File: src/rtl/bcd_to_binary_seq_pkg.sv
// Shared defaults, FSM encoding and helpers for the sequential BCD-to-binary converter.
package bcd_to_binary_seq_pkg;

  localparam int unsigned NdigDef = 3;
  localparam int unsigned BinWDef = 10;

  localparam int unsigned StateW = 2;
  localparam logic [StateW-1:0] StIdle  = 2'd0;
  localparam logic [StateW-1:0] StShift = 2'd1;
  localparam logic [StateW-1:0] StDone  = 2'd2;

  // Width of the shift counter for a given result width.
  function automatic int unsigned cnt_width(input int unsigned bin_w);
    return $clog2(bin_w + 1);
  endfunction

endpackage

File: src/rtl/bcd_nibble_adj.sv
// One BCD digit correction step of reverse double-dabble: subtract 3 when the nibble is >= 8.
module bcd_nibble_adj (
  input  logic [3:0] din,
  output logic [3:0] dout
);

  assign dout = (din >= 4'd8) ? (din - 4'd3) : din;

endmodule

File: src/rtl/bcd_to_binary_seq.sv
// Sequential BCD-to-binary converter, one shift-right/subtract-3 step per clock,
// with a start/done handshake and illegal-digit flag.
module bcd_to_binary_seq
  import bcd_to_binary_seq_pkg::*;
#(
  parameter int unsigned NDIG  = NdigDef,
  parameter int unsigned BIN_W = BinWDef
) (
  input  logic              clk,
  input  logic              rst_n,
  input  logic              start,
  input  logic [4*NDIG-1:0] bcd_in,
  output logic              ready,
  output logic              busy,
  output logic              done,
  output logic              err,
  output logic [BIN_W-1:0]  bin_out
);

  localparam int unsigned BcdW  = 4 * NDIG;
  localparam int unsigned WorkW = BcdW + BIN_W;
  localparam int unsigned CntW  = cnt_width(BIN_W);
  localparam logic [CntW-1:0] LastCnt = CntW'(BIN_W - 1);

  if ((2 ** BIN_W) < (10 ** NDIG)) begin : g_bad_width
    $error("BIN_W too small to hold 10**NDIG - 1");
  end

  logic [StateW-1:0] state_q, state_d;
  logic [WorkW-1:0]  work_q, work_d;
  logic [WorkW-1:0]  work_shr, work_adj;
  logic [CntW-1:0]   cnt_q, cnt_d;
  logic [BIN_W-1:0]  bin_q, bin_d;
  logic              err_q, err_d;
  logic              err_pend_q, err_pend_d;
  logic              bcd_ok;

  always_comb begin
    bcd_ok = 1'b1;
    for (int i = 0; i < int'(NDIG); i++) begin
      if (bcd_in[4*i +: 4] > 4'd9) bcd_ok = 1'b0;
    end
  end

  assign work_shr = work_q >> 1;
  assign work_adj[BIN_W-1:0] = work_shr[BIN_W-1:0];

  for (genvar g = 0; g < int'(NDIG); g++) begin : g_adj
    bcd_nibble_adj u_adj (
      .din  (work_shr[BIN_W+4*g +: 4]),
      .dout (work_adj[BIN_W+4*g +: 4])
    );
  end

  always_comb begin
    state_d    = state_q;
    work_d     = work_q;
    cnt_d      = cnt_q;
    bin_d      = bin_q;
    err_d      = err_q;
    err_pend_d = err_pend_q;
    case (state_q)
      StIdle: begin
        if (start) begin
          state_d = StShift;
          if (bcd_ok) begin
            work_d     = {bcd_in, {BIN_W{1'b0}}};
            cnt_d      = '0;
            err_pend_d = 1'b0;
          end else begin
            // Illegal input: one busy cycle with no shifting, then report err with result 0.
            work_d     = '0;
            cnt_d      = LastCnt;
            err_pend_d = 1'b1;
          end
        end
      end
      StShift: begin
        if (!err_pend_q) work_d = work_adj;
        cnt_d = cnt_q + 1'b1;
        if (cnt_q == LastCnt) begin
          state_d = StDone;
          bin_d   = err_pend_q ? '0 : work_adj[BIN_W-1:0];
          err_d   = err_pend_q;
        end
      end
      StDone: begin
        state_d = StIdle;
        cnt_d   = '0;
      end
      default: state_d = StIdle;
    endcase
  end

  always_ff @(posedge clk or negedge rst_n) begin
    if (!rst_n) begin
      state_q    <= StIdle;
      work_q     <= '0;
      cnt_q      <= '0;
      bin_q      <= '0;
      err_q      <= 1'b0;
      err_pend_q <= 1'b0;
    end else begin
      state_q    <= state_d;
      work_q     <= work_d;
      cnt_q      <= cnt_d;
      bin_q      <= bin_d;
      err_q      <= err_d;
      err_pend_q <= err_pend_d;
    end
  end

  assign ready   = (state_q == StIdle);
  assign busy    = (state_q == StShift);
  assign done    = (state_q == StDone);
  assign err     = err_q;
  assign bin_out = bin_q;

endmodule

File: config.mk
export PLATFORM = sky130hd
export DESIGN_NAME = bcd_to_binary_seq
export DESIGN_NICKNAME = d
export VERILOG_FILES = /design/src/rtl/bcd_to_binary_seq_pkg.sv /design/src/rtl/bcd_nibble_adj.sv /design/src/rtl/bcd_to_binary_seq.sv
export SDC_FILE = /design/constraint.sdc
export NUM_CORES = 1
export LEC_CHECK = 0
export BUFFER_PORTS_ARGS = -buffer_cell sky130_fd_sc_hd__buf_2
export CORE_UTILIZATION = 52
export CTS_CLUSTER_DIAMETER = 80
export CTS_CLUSTER_SIZE = 10
export DETAILED_ROUTE_END_ITERATION = 16
export MAX_ROUTING_LAYER = met4
export PLACE_DENSITY = 0.73
export REMOVE_ABC_BUFFERS = 1
export SKIP_CTS_REPAIR_TIMING = 1
export SLEW_MARGIN = 20
export SYNTH_ARGS = -nofsm -noshare
export SYNTH_HDL_FRONTEND = slang
export SYNTH_HIERARCHICAL = 1
export SYNTH_SLANG_ARGS = --single-unit
File: constraint.sdc
create_clock -name clk -period 4.44 [get_ports clk]
set_clock_uncertainty 0.1 [all_clocks]
set_input_delay 0.444 -clock clk [delete_from_list [all_inputs] [get_ports clk]]
set_output_delay 0.444 -clock clk [all_outputs]
set_load 0.005 [all_outputs]
==> results.md, run 1 <==
- Routed Wire Length: between 3000 and 4000 um
- Post-Synthesis Mean Instance Area: ~9.7 um2
- Unrepaired setup endpoints after global routing: no
- Antenna-violating nets left: 0
- Register clock-pin slew on the reported worst setup and hold paths: 70 ps
- Gr usage total: between 20 and 25%
- Top cells by count, synth: 39 x dfrtp_1, 38 x nand2_1, 16 x o21ai_0
- Area Overhead vs Synth: 13.5%
- Final Util: 62.4%
- Initial Util: a little over half
- Skew-Pair Late Insertion Delay: slightly below 300 ps
- Pre-antenna DRT Iters: 5
- Total of max-cap violations: 0
- CTS tree: done
- Die area: around 4200 um2
- Nets: about 270
- Row count: 22
- Register bit count reported by yosys: 39
- Library cells used by synthesis: 32
- Max Root-Sink Buffers: 2
- CTS buffer count: 5
- Antenna cells: 0
- GR Overflow Total: 0
- I/O Buffers: 28
- Reg2reg setup slack: 2010 ps
- Post-synth EDFFs: 0
- Routed vias: around 1,500
- Most numerous cell in the Yosys netlist: dfrtp_1
- Hold Violations, Final: 0
- Vias per cell: 5.21
- CP arrival: around 2600 ps
- Min cycle time layout: ~2400 ps
- Max-slew headroom: 39.0%
- Status: complete, no violations
- WL/cell: 12.7 um
- Ys flop type: dfrtp_1
- Setup crit end kind: flop
- Cells after Synth: 211
- Reg2reg end: work_q[16]
- Seq/Total Area, Yosys: between 40% and 50%
- Fmax: ~400 MHz
- Vias in the first global route: approximately 1,400
- Ys async rst share: 100%
- Detailed-placement wirelength estimate: ~2600 um
- Core area: approximately 3700 um2
- Crit start category: flop
- Power Density: 612 nW/um2
- Setup CP Type: flop to flop
- Fin crit share: between 50% and 60%
- Max VDD drop: 0.382 mV
- CP dominant cell by count: a21o_1
- Pin count of the biggest net entering global routing: 40
- Slowest-stage cell, CP: a21o_1
- Clock Sinks: 39
- # IOs: 29
- Slew Limit Fails: 0
- Synth warnings: 6
- Height of the die: between 60 and 70 um
- CP delay by family, top: compound AO/OA/AOI/OAI gates
- Critical path required time: roughly 4600 ps
- Floorplan die width: 64.7 um
- Max incr delay on CP: roughly 700 ps
- LEAKAGE: ~1.2 nW
- H-tree lvl count: 2
- R2r startpoint: state_q[1]
- Critical path buffers and inverters: 1
- Post-synth top area share: between 40% and 50%
- CP max FO: 30
- DR DRC count: 0
- Post-Syn Area: 2040 um2
- Initial antenna violation count: 0
- Worst min-delay path class: primary input to asynchronous set/reset pin
- Synth top area cells: dfrtp_1 48%, ha_1 7.4%, nand2_1 7.0%
- Worst-case reg-to-reg path depth: 6
- Worst-margin pin slew: 915 ps
- Initial DRC count: 74
- Final GP Congestion: between 0.7 and 0.8
- CP cell instances: inv_1 > ha_1 > nand2b_1 > a21o_1 > a22o_1 > a21o_1
- Root buffer cell: clkbuf_8
- First-pass GRT wire length: roughly 7000 um
- Synth area leader: dfrtp_1
- Setup violators final: 0
- Layout cells sized above 1: 16.5%
- Setup total negative slack: 0 ps
[metal layers]
metal,up-vias,global-route usage (%),part of all wire [%]
met4,0,8.61,2.4
li1,771,-,-
met1,699,30.2,49
met3,12,3.87,3.2
met5,-,-,0
met2,28,33.3,46
[stage by stage]
stage	worst slack [ps]	area [um2]	std cells	total power [W]	hold slack [ps]
3_5_place_dp	2040	2200	282	0.00113	369
2_1_floorplan	2390	1990	205	0.000956	48.4
3_3_place_gp	2080	2200	282	0.00111	359
6_report	2010	2320	290	0.00142	161
5_1_grt	1690	2320	290	0.00155	240
4_1_cts	2020	2320	290	0.00143	187
[cells by family after synthesis]
| family | count (synthesis) | synth area share [%] |
|---|---|---|
| muxes | 3 | 1.59 |
| buffers and inverters | 19 | 4.78 |
| and+or+nand+nor | 69 | 16.2 |
| DFF | 39 | 47.8 |
| AOI/OAI and AO/OA | 62 | 19.5 |
| other | 1 | 0.184 |
| xor gates and xnor gates | 6 | 2.57 |
| adders and majority gates | 12 | 7.35 |
[placed cells by master, fill, tap and decap left out, types with 5 or more instances in the layout]
cell type | netlist | routed
dfrtp_1 | 39 | 39
nand2_1 | 38 | 38
buf_2 | 3 | 28
o21ai_0 | 16 | 16
nand2b_1 | 15 | 15
a21o_1 | 13 | 13
a22o_1 | 12 | 12
ha_1 | 12 | 12
inv_1 | 9 | 9
o21ai_1 | 9 | 9
a21oi_1 | 8 | 8
clkbuf_8 | 0 | 6
conb_1 | 1 | 5
[final cells by class]
class | instances | area, um2
clock inverters | 2 | 35.0
clock buffers | 6 | 82.6
well taps | 48 | 60.1
flip-flops and latches | 39 | 976
multi-input cells | 157 | 983
repair buffers | 29 | 148
fillers | 318 | 1400
inverters | 9 | 33.8
[power breakdown]
part           internal (W)  total, W  switching, W
clock network      0.000182  0.000301      0.000119
logic              0.000243  0.000551      0.000308
registers          0.000461  0.000568      0.000107
[registers in the layout, indices dropped and copies added, names as in the netlist]
register / flops
work_q: 21
bin_out: 10
cnt_q: 4
state_q: 2
err: 1
err_pend_q: 1
[worst max-delay path by stage]
| stage | startpoint | slack, ps | end | depth (start not counted) |
|---|---|---|---|---|
| finish | state_q[1] | 2010 | work_q[16] | 6 |
| global route | state_q[1] | 1690 | err | 4 |
| global placement | state_q[1] | 2080 | err | 4 |
| detailed placement | state_q[1] | 2040 | err | 4 |
| floorplan | state_q[1] | 2390 | err | 4 |
| CTS | state_q[1] | 2020 | work_q[16] | 6 |
Power figures use the tool's default switching activity.
==> inputs of run 2 (changes only) <==
==> constraint.sdc (replaced) <==
create_clock -name clk -period 2.3 [get_ports clk]
set_clock_uncertainty 0.1 [all_clocks]
set_input_delay 0.23 -clock clk [delete_from_list [all_inputs] [get_ports clk]]
set_output_delay 0.23 -clock clk [all_outputs]
set_load 0.005 [all_outputs]
==> run 2 against run 1 <==
The flow now finishes with violations (negative hold slack). Core utilization up 1.0 points. Final area is 1.6% higher. Setup slack lost 1800 ps. First-iteration DRC count fell by 2.7%. Register-to-register slack got worse by 1800 ps. Power increased by 98%.
==> results.md, run 2 (synthesis results as in run 1) <==
- Status: finished with violations
- Failing checks: negative hold slack
- Max Root-Sink Buffers: 2 (unchanged)
- Fin crit share: 92.6% (+38 points)
- Max VDD drop: 0.588 mV (+54%)
- Setup total negative slack: 0 ps (unchanged)
- Area Overhead vs Synth: 15.4%
- Min cycle time layout: 2130 ps (-298 ps)
- Worst-margin pin slew: 865 ps (-50.9 ps)
- Layout cells sized above 1: 18.2% (+1.7 points)
- Row count: 22 (unchanged)
- CTS buffer count: 5 (unchanged)
- Power Density: 1200 nW/um2 (+95%)
- WL/cell: 12.5 um (-1.5%)
- Final GP Congestion: 0.820 (+2.8%)
- Core area: 3720 um2 (unchanged)
- Floorplan die width: 64.7 um (unchanged)
- Commonest non-fill, non-tap cell in the layout: dfrtp_1
- Pin count of the biggest net entering global routing: 40 (unchanged)
- Max-slew headroom: 42.4% (+3.4 points)
- Vias per cell: 5.24 (+0.65%)
- Total of max-cap violations: 0 (unchanged)
- Reg2reg setup slack: 170 ps (-1840 ps)
- Nets: 273 (+1.9%)
- Fillcell total: 339 (+6.6%)
- I/O Buffers: 28 (unchanged)
- Largest register FFs: 21 (unchanged)
- Routed Wire Length: 3680 um (+0.22%)
- Register clock-pin slew on the reported worst setup and hold paths: 80 ps (about the same)
- CP arrival: 2260 ps (-290 ps)
- Skew-Pair Late Insertion Delay: 290 ps (about the same)
- Routed vias: 1,546 (+2.4%)
- Initial antenna violation count: 0 (unchanged)
- Root buffer cell: clkbuf_8
- Reg2reg end: work_q[16]
- Fmax: 469 MHz (+14%)
- Placed cell count: 287 (+1.8%)
- Worst hold slack: -52.3 ps (-213 ps)
- R2r startpoint: state_q[0]
- CP max FO: 12 (-60%)
- Setup crit end kind: flop
- Detailed-placement wirelength estimate: 2560 um (-2.0%)
- Crit start category: flop
- Worst-case reg-to-reg path depth: 6 (unchanged)
- DR DRC count: 0 (unchanged)
- H-tree lvl count: 2 (unchanged)
- GR Overflow Total: 0 (unchanged)
- Largest register by flop count: work_q
- Initial DRC count: 72 (-2.7%)
- Antenna cells: 0 (unchanged)
- Gr usage total: 20.8% (-1.4 points)
- Antenna-violating nets left: 0 (unchanged)
- Final cell count without fillers: 295 (+1.7%)
- LEAKAGE: 1.20 nW (+1.9%)
- Hold Violations, Final: 39 (+39)
- Worst min-delay path class: primary input to asynchronous set/reset pin
- Unrepaired setup endpoints after global routing: no
- First-pass GRT wire length: 6370 um (-7.2%)
- Slew Limit Fails: 0 (unchanged)
- Most frequent cells in the layout: 39 x dfrtp_1, 38 x nand2_1, 28 x buf_2, 16 x o21ai_0, 15 x nand2b_1
- Height of the die: 64.7 um (unchanged)
- Setup CP Type: flop to flop
- Die area: 4180 um2 (unchanged)
- Setup violators final: 0 (unchanged)
- Clock Sinks: 39 (unchanged)
- # IOs: 29 (unchanged)
- Vias in the first global route: 1,395 (-3.2%)
- Initial Util: 54.9% (unchanged)
- Pre-antenna DRT Iters: 4 (-1)
- CTS tree: done
- Critical path required time: 2430 ps (-2140 ps)
==> run 2: worst max-delay path by stage <==
stage          startpoint    endpoint  slack (ps)  cells after the start
6_report       state_q[0]  work_q[16]         170                      6
5_1_grt        state_q[1]   work_q[5]           4                      7
4_1_cts        state_q[1]   work_q[5]         200                      7
3_5_place_dp   state_q[1]   work_q[5]         220                      7
3_3_place_gp   state_q[0]  work_q[10]         270                      6
2_1_floorplan  state_q[1]         err         250                      4
==> run 2: cell type report <==
class | instances | area [um2] | share of cell area, %
multi-input combinational | 157 | 983 | 41.7
inverter | 9 | 33.8 | 1.43
timing repair buffer | 34 | 185 | 7.86
clock buffer | 6 | 82.6 | 3.51
sequential | 39 | 976 | 41.4
clock inverter | 2 | 35.0 | 1.49
tap | 48 | 60.1 | 2.55
==> run 2: per-layer routing <==
metal | up-vias | global-route usage, % | wire length [um]
li1 | 777 | - | -
met2 | 33 | 32.8 | 1770
met3 | 7 | 4.58 | 133
met4 | 0 | 10.0 | 70
met5 | - | - | 0
met1 | 729 | 25.3 | 1710
==> run 2: per-stage QoR <==
stage	setup WS (ps)	area, um2	util [%]	total power [W]	hold slack [ps]
finish	170	2360	63.4	0.00282	-52.3
CTS	199	2360	63.4	0.00284	-29.8
global route	4.36	2360	63.4	0.00305	2.85
detailed placement	218	2240	60.2	0.00223	295
global placement	268	2240	60.2	0.00221	293
floorplan	246	1990	-	0.00185	-166
==> run 2: power by group <==
group          internal, W  switching (W)
logic             0.000526       0.000604
clock network     0.000351       0.000241
registers         0.000889       0.000207
total              0.00177        0.00105
==> run 2: critical path, stage by stage, from the launching register on <==
cell     delay, ps
dfrtp_1        400
inv_1           80
ha_1           260
nor2b_2        230
nor2_1         650
a22o_1         260
a21o_1          80
==> inputs of run 3 (changes only) <==
--- a/config.mk
+++ b/config.mk
@@ -6,6 +6,7 @@
 export NUM_CORES = 1
 export LEC_CHECK = 0
 export BUFFER_PORTS_ARGS = -buffer_cell sky130_fd_sc_hd__buf_2
+export CAP_MARGIN = 20
 export CORE_UTILIZATION = 52
 export CTS_CLUSTER_DIAMETER = 80
 export CTS_CLUSTER_SIZE = 10
==> constraint.sdc (replaced) <==
create_clock -name clk -period 2.4 [get_ports clk]
set_clock_uncertainty 0.1 [all_clocks]
set_input_delay 0.24 -clock clk [delete_from_list [all_inputs] [get_ports clk]]
set_output_delay 0.24 -clock clk [all_outputs]
set_load 0.005 [all_outputs]
==> run 3 against run 2 <==
The flow still finishes with violations (negative hold slack). Core utilization decreased by 0.94 points. Sequential power decreased by 4%. Maximum frequency about the same. Global-route usage increased by 0.31 points. Clock power decreased by 28%. Final area decreased by 1.5%. Non-clock buffer count unchanged. Die area unchanged. Combinational power decreased by 5%. Setup slack improved by 100 ps. Hold slack got worse by 9.1 ps. Clock-buffer cell count decreased by 1. Critical path type unchanged.
==> results.md, run 3 (synthesis results as in run 1) <==
- Status: finished with violations
- Failing checks: negative hold slack
- Worst-margin pin slew: 833 ps (-31.9 ps)
- Critical path required time: 2520 ps (+90 ps)
- Vias per cell: 5.18 (-1.1%)
- Most frequent cells in the layout: 39 x dfrtp_1, 38 x nand2_1, 28 x buf_2, 16 x o21ai_0, 15 x nand2b_1
- Setup total negative slack: 0 ps (unchanged)
- Crit start category: flop
- CP max FO: 12 (unchanged)
- # IOs: 29 (unchanged)
- Fin crit share: 88.7% (-3.9 points)
- Design Power: 0.00255 W (-9.4%)
- WL/cell: 12.6 um (+1.2%)
- Commonest non-fill, non-tap cell in the layout: dfrtp_1
- DP Worst Slack: 314 ps (+96.5 ps)
- Fmax: 470 MHz (about the same)
- Die area: 4180 um2 (unchanged)
- Hold Violations, Final: 39 (unchanged)
- Worst-case reg-to-reg path depth: 6 (unchanged)
- Final Util: 62.5% (-0.94 points)
- Layout cells sized above 1: 17.9% (-0.33 points)
- Reg2reg setup slack: 270 ps (+100 ps)
- Crit path capture: work_q[14]
- Initial antenna violation count: 0 (unchanged)
- Antenna cells: 0 (unchanged)
- Setup crit end kind: flop
- Setup CP Type: flop to flop
- Setup violators final: 0 (unchanged)
- DR DRC count: 0 (unchanged)
- Skew-Pair Late Insertion Delay: 290 ps (about the same)
- Gr usage total: 21.1% (+0.31 points)
- Pin count of the biggest net entering global routing: 40 (unchanged)
- GR Overflow Total: 0 (unchanged)
- CP arrival: 2250 ps (about the same)
- Final GP Congestion: 0.783 (-4.5%)
- Nets: 273 (unchanged)
- Largest register FFs: 21 (unchanged)
- Initial DRC count: 78 (+8.3%)
- H-tree lvl count: 2 (unchanged)
- Row count: 22 (unchanged)
- CTS buffer count: 5 (unchanged)
- Antenna-violating nets left: 0 (unchanged)
- Initial Util: 54.9% (unchanged)
- Final instance area: 2320 um2 (-1.5%)
- Register clock-pin slew on the reported worst setup and hold paths: 80 ps (about the same)
- Area Overhead vs Synth: 13.7%
- Max Root-Sink Buffers: 2 (unchanged)
- Slew Limit Fails: 0 (unchanged)
- Power Density: 1100 nW/um2 (-8.0%)
- Dpl cell area: 2240 um2 (unchanged)
- Total of max-cap violations: 0 (unchanged)
- PnR worst setup slack: 270 ps (+100 ps)
- Core area: 3720 um2 (unchanged)
- CTS tree: done
- Clock Sinks: 39 (unchanged)
- Unrepaired setup endpoints after global routing: no
- Detailed-placement wirelength estimate: 2640 um (+2.9%)
- Worst hold slack: -61.4 ps (-9.07 ps)
- I/O Buffers: 28 (unchanged)
- Max VDD drop: 0.510 mV (-13%)
- Largest register by flop count: work_q
- Vias in the first global route: 1,417 (+1.6%)
- Floorplan die width: 64.7 um (unchanged)
- Max-slew headroom: 44.5% (+2.1 points)
- Root buffer cell: clkbuf_8
- Routed vias: 1,524 (-1.4%)
- Min cycle time layout: 2130 ps (-0.391 ps)
- Height of the die: 64.7 um (unchanged)
- First-pass GRT wire length: 6540 um (+2.7%)
- R2r startpoint: state_q[0]
- Reg2reg end: work_q[14]
- Worst Setup SP: state_q[0]
- Worst min-delay path class: primary input to asynchronous set/reset pin
- Routed Wire Length: 3720 um (+0.90%)
- Pre-antenna DRT Iters: 4 (unchanged)
- LEAKAGE: 1.18 nW (-1.4%)
run 3: worst max-delay path, stage by stage, from the launching register on:
cell     delay, ps
dfrtp_1        400
inv_1           80
ha_1           250
nor2b_2        230
nor2_1         650
a22o_1         270
a21o_1          80
run 3: layout make-up:
type / instances / area [um2]
fill: 323 / 1400
multi-input combinational: 157 / 983
sequential: 39 / 976
timing repair buffer: 34 / 185
clock buffer: 5 / 68.8
tap: 48 / 60.1
inverter: 9 / 33.8
clock inverter: 2 / 13.8
run 3: how the worst min path moves through the flow:
stage                 endpoint  slack [ps]  cells after the start
floorplan           bin_out[0]        -160                      0
global placement    bin_out[3]         300                      1
detailed placement         err         290                      1
CTS                        err         -30                      1
global route         work_q[2]          20                      1
finish                     err         -60                      1
run 3: layer usage:
metal  routed length [um]  up-vias  GRT usage (%)  share of wire [%]
met5                    0        -              -                  0
met4                   11        0           7.22               0.30
met3                  124        2           4.23                3.3
met2                 1680       25           32.4                 45
met1                 1900      719           28.0                 51
li1                     -      778              -                  -
run 3: per-stage QoR:
stage,cells,hold WS (ps)
final,294,-61.4
after global routing,294,22.3
after CTS,294,-28.4
after detailed placement,287,288
after global placement,287,298
after floorplan,205,-156
run 3: power by group:
group	switching (W)	internal (W)	total (W)	leakage (nW)
registers	0.000206	0.000852	0.00106	0.523
clock network	0.000229	0.000199	0.000427	0.0440
logic	0.000566	0.000503	0.00107	0.617
